`config.mk`:
```
export PLATFORM = sky130hd
export DESIGN_NAME = axil_router_rd
export DESIGN_NICKNAME = d
export VERILOG_FILES = /design/src/rtl/axil_pkg.sv /design/src/rtl/axil_addr_match.sv /design/src/rtl/axil_router_rd.sv
export SDC_FILE = /design/constraint.sdc
export NUM_CORES = 1
export LEC_CHECK = 0
export ABC_AREA = 1
export BUFFER_PORTS_ARGS = -buffer_cell sky130_fd_sc_hd__buf_2
export CORE_AREA = 2 2 101 103
export CTS_CLUSTER_SIZE = 25
export DETAILED_ROUTE_END_ITERATION = 10
export DIE_AREA = 0 0 103 105
export SETUP_SLACK_MARGIN = 0.1
export SYNTH_ARGS = -nofsm -noshare
export SYNTH_HDL_FRONTEND = slang
export SYNTH_SLANG_ARGS = --single-unit
```
`constraint.sdc`:
```
create_clock -name aclk -period 1.46 [get_ports aclk]
set_input_delay 0.146 -clock aclk [delete_from_list [all_inputs] [get_ports aclk]]
set_output_delay 0.146 -clock aclk [all_outputs]
set_load 0.02 [all_outputs]
```
`src/rtl/axil_pkg.sv`:
```
// Shared AXI-Lite types for the read/write routers: response codes, router FSM states,
// and the sizing helper for the slave select index.
package axil_pkg;

  typedef enum logic [1:0] {
    OKAY   = 2'b00,
    EXOKAY = 2'b01,
    SLVERR = 2'b10,
    DECERR = 2'b11
  } axil_resp_t;

  typedef enum logic [1:0] {
    IDLE = 2'b00,
    ADDR = 2'b01,
    DATA = 2'b10,
    ERR  = 2'b11
  } rd_state_t;

  // A single-slave router still needs a 1-bit select so that every port has a legal width.
  function automatic int sel_width(input int n);
    return (n > 1) ? $clog2(n) : 1;
  endfunction

endpackage

```
`src/rtl/axil_addr_match.sv`:
```
// Combinational region decoder: priority-encodes the lowest-index slave whose region holds addr,
// or flags the address as illegal when no region does.
module axil_addr_match
  import axil_pkg::*;
#(
  parameter int NUMBER_SLAVE   = 4,
  parameter int AXI_ADDR_WIDTH = 32,
  parameter logic [NUMBER_SLAVE-1:0][AXI_ADDR_WIDTH-1:0] AXI_ADDR_OFFSET = '0,
  parameter logic [NUMBER_SLAVE-1:0][AXI_ADDR_WIDTH-1:0] AXI_ADDR_RANGE  =
    {NUMBER_SLAVE{AXI_ADDR_WIDTH'(1)}},
  localparam int SEL_W = sel_width(NUMBER_SLAVE)
) (
  input  logic [AXI_ADDR_WIDTH-1:0] addr,
  output logic [SEL_W-1:0]          sel,
  output logic                      illegal
);

  logic [AXI_ADDR_WIDTH:0] addr_ext;
  logic [AXI_ADDR_WIDTH:0] lo;
  logic [AXI_ADDR_WIDTH:0] hi;

  assign addr_ext = {1'b0, addr};

  // One extra bit lets a region end exactly at 2^W; scanning downwards makes the lowest index win.
  always_comb begin
    sel     = '0;
    illegal = 1'b1;
    lo      = '0;
    hi      = '0;
    for (int i = NUMBER_SLAVE - 1; i >= 0; i--) begin
      lo = {1'b0, AXI_ADDR_OFFSET[i]};
      hi = lo + {1'b0, AXI_ADDR_RANGE[i]};
      if ((addr_ext >= lo) && (addr_ext < hi)) begin
        sel     = SEL_W'(i);
        illegal = 1'b0;
      end
    end
  end

endmodule

```
`src/rtl/axil_router_rd.sv`:
```
// AXI-Lite read router: one master, NUMBER_SLAVE slaves, a single outstanding read.
// Handshakes are standard valid/ready: a beat transfers on a rising edge where both are high.
module axil_router_rd
  import axil_pkg::*;
#(
  parameter int NUMBER_SLAVE   = 4,
  parameter int AXI_ADDR_WIDTH = 32,
  parameter int AXI_DATA_WIDTH = 32,
  parameter logic [NUMBER_SLAVE-1:0][AXI_ADDR_WIDTH-1:0] AXI_ADDR_OFFSET = '0,
  parameter logic [NUMBER_SLAVE-1:0][AXI_ADDR_WIDTH-1:0] AXI_ADDR_RANGE  =
    {NUMBER_SLAVE{AXI_ADDR_WIDTH'(1)}}
) (
  input  logic                                   aclk,
  input  logic                                   areset,
  input  logic [AXI_ADDR_WIDTH-1:0]              s_araddr,
  input  logic [2:0]                             s_arprot,
  input  logic                                   s_arvalid,
  output logic                                   s_arready,
  output logic [AXI_DATA_WIDTH-1:0]              s_rdata,
  output logic [1:0]                             s_rresp,
  output logic                                   s_rvalid,
  input  logic                                   s_rready,
  output logic [AXI_ADDR_WIDTH-1:0]              m_araddr,
  output logic [2:0]                             m_arprot,
  output logic [NUMBER_SLAVE-1:0]                m_arvalid,
  input  logic [NUMBER_SLAVE-1:0]                m_arready,
  input  logic [NUMBER_SLAVE*AXI_DATA_WIDTH-1:0] m_rdata,
  input  logic [NUMBER_SLAVE*2-1:0]              m_rresp,
  input  logic [NUMBER_SLAVE-1:0]                m_rvalid,
  output logic [NUMBER_SLAVE-1:0]                m_rready
);

  localparam int SEL_W = sel_width(NUMBER_SLAVE);

  rd_state_t                   state_q, state_d;
  logic [SEL_W-1:0]            sel_q, sel_d;
  logic [AXI_ADDR_WIDTH-1:0]   araddr_q, araddr_d;
  logic [2:0]                  arprot_q, arprot_d;
  logic [NUMBER_SLAVE-1:0]     m_arvalid_q, m_arvalid_d;
  logic                        s_arready_q, s_arready_d;
  logic [SEL_W-1:0]            match_sel;
  logic                        match_illegal;

  axil_addr_match #(
    .NUMBER_SLAVE    (NUMBER_SLAVE),
    .AXI_ADDR_WIDTH  (AXI_ADDR_WIDTH),
    .AXI_ADDR_OFFSET (AXI_ADDR_OFFSET),
    .AXI_ADDR_RANGE  (AXI_ADDR_RANGE)
  ) u_addr_match (
    .addr    (s_araddr),
    .sel     (match_sel),
    .illegal (match_illegal)
  );

  always_comb begin
    state_d     = state_q;
    sel_d       = sel_q;
    araddr_d    = araddr_q;
    arprot_d    = arprot_q;
    m_arvalid_d = m_arvalid_q;
    s_arready_d = s_arready_q;
    case (state_q)
      IDLE: begin
        if (s_arvalid && s_arready_q) begin
          araddr_d    = s_araddr;
          arprot_d    = s_arprot;
          sel_d       = match_sel;
          s_arready_d = 1'b0;
          if (match_illegal) begin
            state_d = ERR;
          end else begin
            state_d = ADDR;
            for (int i = 0; i < NUMBER_SLAVE; i++) begin
              m_arvalid_d[i] = (match_sel == SEL_W'(i));
            end
          end
        end
      end
      ADDR: begin
        if (m_arready[sel_q]) begin
          m_arvalid_d = '0;
          state_d     = DATA;
        end
      end
      DATA: begin
        if (m_rvalid[sel_q] && s_rready) begin
          state_d     = IDLE;
          s_arready_d = 1'b1;
        end
      end
      ERR: begin
        if (s_rready) begin
          state_d     = IDLE;
          s_arready_d = 1'b1;
        end
      end
      default: begin
        state_d     = IDLE;
        m_arvalid_d = '0;
        s_arready_d = 1'b1;
      end
    endcase
  end

  always_ff @(posedge aclk or posedge areset) begin
    if (areset) begin
      state_q     <= IDLE;
      sel_q       <= '0;
      araddr_q    <= '0;
      arprot_q    <= '0;
      m_arvalid_q <= '0;
      s_arready_q <= 1'b1;
    end else begin
      state_q     <= state_d;
      sel_q       <= sel_d;
      araddr_q    <= araddr_d;
      arprot_q    <= arprot_d;
      m_arvalid_q <= m_arvalid_d;
      s_arready_q <= s_arready_d;
    end
  end

  assign s_arready = s_arready_q;
  assign m_araddr  = araddr_q;
  assign m_arprot  = arprot_q;
  assign m_arvalid = m_arvalid_q;

  // The R channel is a zero-latency mux of the selected slave; other slaves never see rready.
  always_comb begin
    s_rvalid = 1'b0;
    s_rdata  = '0;
    s_rresp  = OKAY;
    m_rready = '0;
    case (state_q)
      DATA: begin
        s_rvalid        = m_rvalid[sel_q];
        s_rdata         = m_rdata[sel_q*AXI_DATA_WIDTH +: AXI_DATA_WIDTH];
        s_rresp         = m_rresp[sel_q*2 +: 2];
        m_rready[sel_q] = s_rready;
      end
      ERR: begin
        s_rvalid = 1'b1;
        s_rresp  = DECERR;
      end
      default: ;
    endcase
  end

endmodule

```
==> impl_metrics.xml <==
<?xml version="1.0" encoding="UTF-8"?>
<metrics>
  <group name="place">
    <metric name="postPlaceCellArea" unit="mm^2">0.00290</metric>
    <metric name="dp_worst_setup_slack" unit="ns">0.0587</metric>
    <metric name="numPortBuffers" unit="">147</metric>
    <metric name="place.detailed.hpwl" unit="um">5650</metric>
    <metric name="gpl.final_weighted_congestion" unit="">0.876</metric>
  </group>
  <group name="setup_path">
    <metric name="endpoint_kind" unit="">primary output</metric>
    <metric name="worstSetupStartpointType" unit="">flip-flop</metric>
    <metric name="worst-path-buf-inv" unit="">4</metric>
    <metric name="timing.critical_path.fanout_max" unit="">8</metric>
    <metric name="arrival" unit="ns">1.39</metric>
    <metric name="critPathSlowestCell" unit="">sky130_fd_sc_hd__dfrtp_2</metric>
    <metric name="crit_required" unit="ns">1.31</metric>
    <metric name="r2r_slack" unit="ns">0.13</metric>
    <metric name="crit_family" unit="">buffers and inverters</metric>
    <metric name="worst_path_largest_cell_delay" unit="ns">0.39</metric>
    <metric name="timing.critical_path.cells" unit="">inv_2 -&gt; nor2_4 -&gt; inv_4 -&gt; clkbuf_16 -&gt; nor2_2 -&gt; buf_4</metric>
    <metric name="start_of_the_worst_register_to_register_path" unit="">state_q[0]$_DFFE_PP0P_</metric>
    <metric name="worstSetupPathType" unit="">flip-flop to primary output</metric>
    <metric name="launch_point_of_the_critical_path" unit="">state_q[1]$_DFFE_PP0P_</metric>
  </group>
  <group name="timing">
    <metric name="report.final.hold_viol_count" unit="">0</metric>
    <metric name="timing.clock.skew" unit="ns">0.00982</metric>
    <metric name="period_needed" unit="ns">1.54</metric>
    <metric name="maximum_clock_rate" unit="GHz">0.651</metric>
    <metric name="report.final.slew_viol_count" unit="">0</metric>
    <metric name="rsz0062_at_grt" unit="">true</metric>
    <metric name="finalHoldWorstSlack" unit="ns">0.0580</metric>
    <metric name="finalSetupViolations" unit="">27</metric>
    <metric name="min_period_over_period" unit="%">105</metric>
    <metric name="finalWorstSetupSlack" unit="ns">-0.0760</metric>
    <metric name="finalSetupTns" unit="ns">-0.843</metric>
  </group>
  <group name="routing">
    <metric name="ant_nets" unit="">0</metric>
    <metric name="drc_violations" unit="">0</metric>
    <metric name="wl_per_cell" unit="um">13.7</metric>
    <metric name="detailroute.via_count" unit="">2330</metric>
    <metric name="drt_pre_antenna_iters" unit="">4</metric>
    <metric name="wl" unit="um">7870</metric>
    <metric name="detailedRoute.firstIterationViolations" unit="">70</metric>
    <metric name="routed_via_density" unit="">4.05</metric>
  </group>
  <group name="floorplanning">
    <metric name="ios" unit="">262</metric>
    <metric name="area_of_the_die" unit="mm^2">0.0108</metric>
    <metric name="initial_utilization" unit="%">20.4</metric>
    <metric name="rows" unit="">36</metric>
    <metric name="die_x" unit="um">103</metric>
    <metric name="coreArea" unit="mm^2">0.00964</metric>
    <metric name="dieHeight" unit="um">105</metric>
  </group>
  <group name="min_path">
    <metric name="holdCritStartpoint" unit="">s_araddr[22]</metric>
    <metric name="min_path_type" unit="">input port to flip-flop</metric>
  </group>
  <group name="synth">
    <metric name="main_combinational_cell_family_by_area_after_synthesis" unit="">simple AND/OR/NAND/NOR gates</metric>
    <metric name="synthXorXnorAreaFrac" unit="%">0</metric>
    <metric name="synth_compound_area_share" unit="%">4.45</metric>
    <metric name="synthDominantAreaCellType" unit="">sky130_fd_sc_hd__dfrtp_1</metric>
    <metric name="post_synth_num_cell_types" unit="">18</metric>
    <metric name="synth.top_cells.by_area" unit="">sky130_fd_sc_hd__dfrtp_1, sky130_fd_sc_hd__nand2_1, sky130_fd_sc_hd__nor2_1</metric>
    <metric name="syn_inst" unit="">285</metric>
    <metric name="synthSimpleGateAreaFrac" unit="%">33.1</metric>
    <metric name="synthAdderAreaFrac" unit="%">0</metric>
    <metric name="ys_seq_area_share" unit="%">49.7</metric>
    <metric name="synthesis.yosys.warnings" unit="">0</metric>
    <metric name="synth.ff_latch_count" unit="">39</metric>
    <metric name="postSynthAreaPerCell" unit="um^2">6.91</metric>
    <metric name="synth_mux_area_share" unit="%">0</metric>
    <metric name="synthesized_cell_area" unit="mm^2">0.00197</metric>
    <metric name="yosys.area.top_type_share" unit="%">48.3</metric>
  </group>
  <group name="cts">
    <metric name="cts-root-to-sink-buffers" unit="">2</metric>
    <metric name="cts_tree" unit="">built</metric>
    <metric name="cts_made_buffers" unit="">5</metric>
    <metric name="cts.reportedPaths.clkPinSlew" unit="ns">0.09</metric>
    <metric name="clk-insertion-delay-late" unit="ns">0.30</metric>
    <metric name="cts.htree.levels" unit="">2</metric>
    <metric name="clock_sinks" unit="">39</metric>
    <metric name="root_buffer" unit="">sky130_fd_sc_hd__clkbuf_8</metric>
  </group>
  <group name="status">
    <metric name="failing_checks" unit="">setup timing</metric>
    <metric name="status" unit="">finished, violations left</metric>
  </group>
  <group name="cells_and_area">
    <metric name="layout.nets" unit="">624</metric>
    <metric name="final_antenna_diode_count" unit="">0</metric>
    <metric name="area_delta_synth_final" unit="%">76.2</metric>
    <metric name="final_cell_area" unit="mm^2">0.00347</metric>
    <metric name="final_layout_size_suffix_gt1_share" unit="%">46.6</metric>
  </group>
  <group name="global_route">
    <metric name="grt_first_pass_wirelength" unit="um">11300</metric>
    <metric name="number_of_global_route_vias_before_repair" unit="">2262</metric>
    <metric name="grt_use_total" unit="%">13.4</metric>
    <metric name="globalRouteOverflowTotal" unit="">0</metric>
    <metric name="antenna_found_initial" unit="">0</metric>
    <metric name="maximum_number_of_pins_on_one_net_before_global_route_repair" unit="">40</metric>
  </group>
  <group name="pwr">
    <metric name="power.density" unit="mW/mm^2">2040</metric>
    <metric name="p_clk_share" unit="%">13.3</metric>
    <metric name="power.share.combinational" unit="%">60.8</metric>
    <metric name="cell_internal_pwr" unit="W">0.00382</metric>
    <metric name="share_of_power_burned_in_registers" unit="%">25.9</metric>
    <metric name="sw_frac_of_total" unit="%">46.0</metric>
    <metric name="cellLeakagePower" unit="nW">1.98</metric>
    <metric name="net-switching-power" unit="W">0.00326</metric>
    <metric name="power.ir.vdd_worst" unit="mV">0.702</metric>
  </group>
  <group name="flow_run">
    <metric name="drv.max_cap_violation_count" unit="">0</metric>
  </group>
</metrics>
[power by group through the flow]
stage	registers [W]	clock network, W	logic [W]
4_1_cts	0.00183	0.000999	0.00384
3_5_place_dp	0.00187	0	0.00327
6_report	0.00183	0.000940	0.00430
5_1_grt	0.00189	0.00104	0.00461
2_1_floorplan	0.00242	0	0.00143
3_3_place_gp	0.00187	0	0.00323
[cell families after synthesis]
family,after synthesis
buf+inv,59
other cells,1
simple gates,170
compound gates,16
flops,39
[per-stage QoR]
stage	instances	utilization (%)	power, W
2_1_floorplan	290	-	0.00386
3_3_place_gp	560	30.1	0.00510
5_1_grt	575	36.0	0.00754
3_5_place_dp	560	30.1	0.00514
4_1_cts	573	33.8	0.00667
6_report	575	36.0	0.00707
[per-layer routing]
layer / routed length (um) / track usage (%) / up-vias
met5: 0 / 0 / -
met4: 182 / 3.76 / 0
met3: 622 / 3.28 / 13
met2: 3770 / 23.2 / 125
met1: 3290 / 16.3 / 1058
li1: - / - / 1134
[cell usage after synthesis]
cell type and number:
sky130_fd_sc_hd__a21oi_1 4, sky130_fd_sc_hd__o21a_1 2, sky130_fd_sc_hd__dfrtp_1 38, sky130_fd_sc_hd__o21ai_1 1, sky130_fd_sc_hd__nand2_1 112, sky130_fd_sc_hd__inv_2 1
sky130_fd_sc_hd__o31ai_1 1, sky130_fd_sc_hd__nor2_1 56, sky130_fd_sc_hd__nand3_1 1, sky130_fd_sc_hd__o21ai_0 8, sky130_fd_sc_hd__conb_1 1, sky130_fd_sc_hd__buf_2 3
sky130_fd_sc_hd__inv_1 42, sky130_fd_sc_hd__dfstp_2 1, sky130_fd_sc_hd__clkbuf_1 4, sky130_fd_sc_hd__buf_4 6, sky130_fd_sc_hd__buf_1 3, sky130_fd_sc_hd__nor3_4 1
[worst paths after layout]
kind                                                 end  cells past startpoint
worst max-delay path                          s_rdata[4]                      6
worst min-delay path            m_araddr[22]$_DFFE_PP0P_                      3
worst max register to register    state_q[1]$_DFFE_PP0P_                      6
worst min register to register  m_araddr[13]$_DFFE_PP0P_                      2
max in group asynchronous          s_arready$_DFFE_PP1P_                      4
min in group asynchronous       m_araddr[25]$_DFFE_PP0P_                      4
[cell type report]
cell class	count	area, um^2
Fill cell	1025	6170
Timing Repair Buffer	160	1130
Sequential cell	39	980
Multi-Input combinational cell	192	915
Tap cell	133	166
Inverter	43	164
Clock buffer	5	68.8
Clock inverter	3	46.3
[tightest hold or removal path: cells and delay by family]
family                 cells  cell delay (ns)
buffers and inverters      1             0.09
AND/OR/NAND/NOR            2             0.10
[registers in the layout, summed over array words and instances, names as in the netlist]
| name | cells |
|---|---|
| state_q | 2 |
| s_arready | 1 |
| m_araddr | 32 |
| m_arvalid | 1 |
| m_arprot | 3 |
[layout by cell type (no fill, tap or decap), drive strengths merged]
| cell | Yosys | final |
|---|---|---|
| dlygate4sd3 | 0 | 1 |
| clkbuf | 4 | 7 |
| o31ai | 1 | 1 |
| inv | 43 | 43 |
| dfstp | 1 | 1 |
| nor2 | 56 | 56 |
| nand2 | 112 | 112 |
| nand3 | 1 | 1 |
| bufinv | 0 | 1 |
| nor3 | 1 | 1 |
| a21oi | 4 | 4 |
| buf | 12 | 157 |
| conb | 1 | 6 |
| clkinv | 0 | 1 |
| o21ai | 9 | 9 |
| o21a | 2 | 2 |
| clkinvlp | 0 | 1 |
| dfrtp | 38 | 38 |
[repair_timing]
item	CTS	global route
setup endpoints to repair	62	47
pin swaps	2	3
gates resized for setup	70	46
endpoints found under the hold margin	38	0
cloned	1	2
buffers inserted	3	0
hold buffers	1	0
Power figures use the tool's default switching activity.
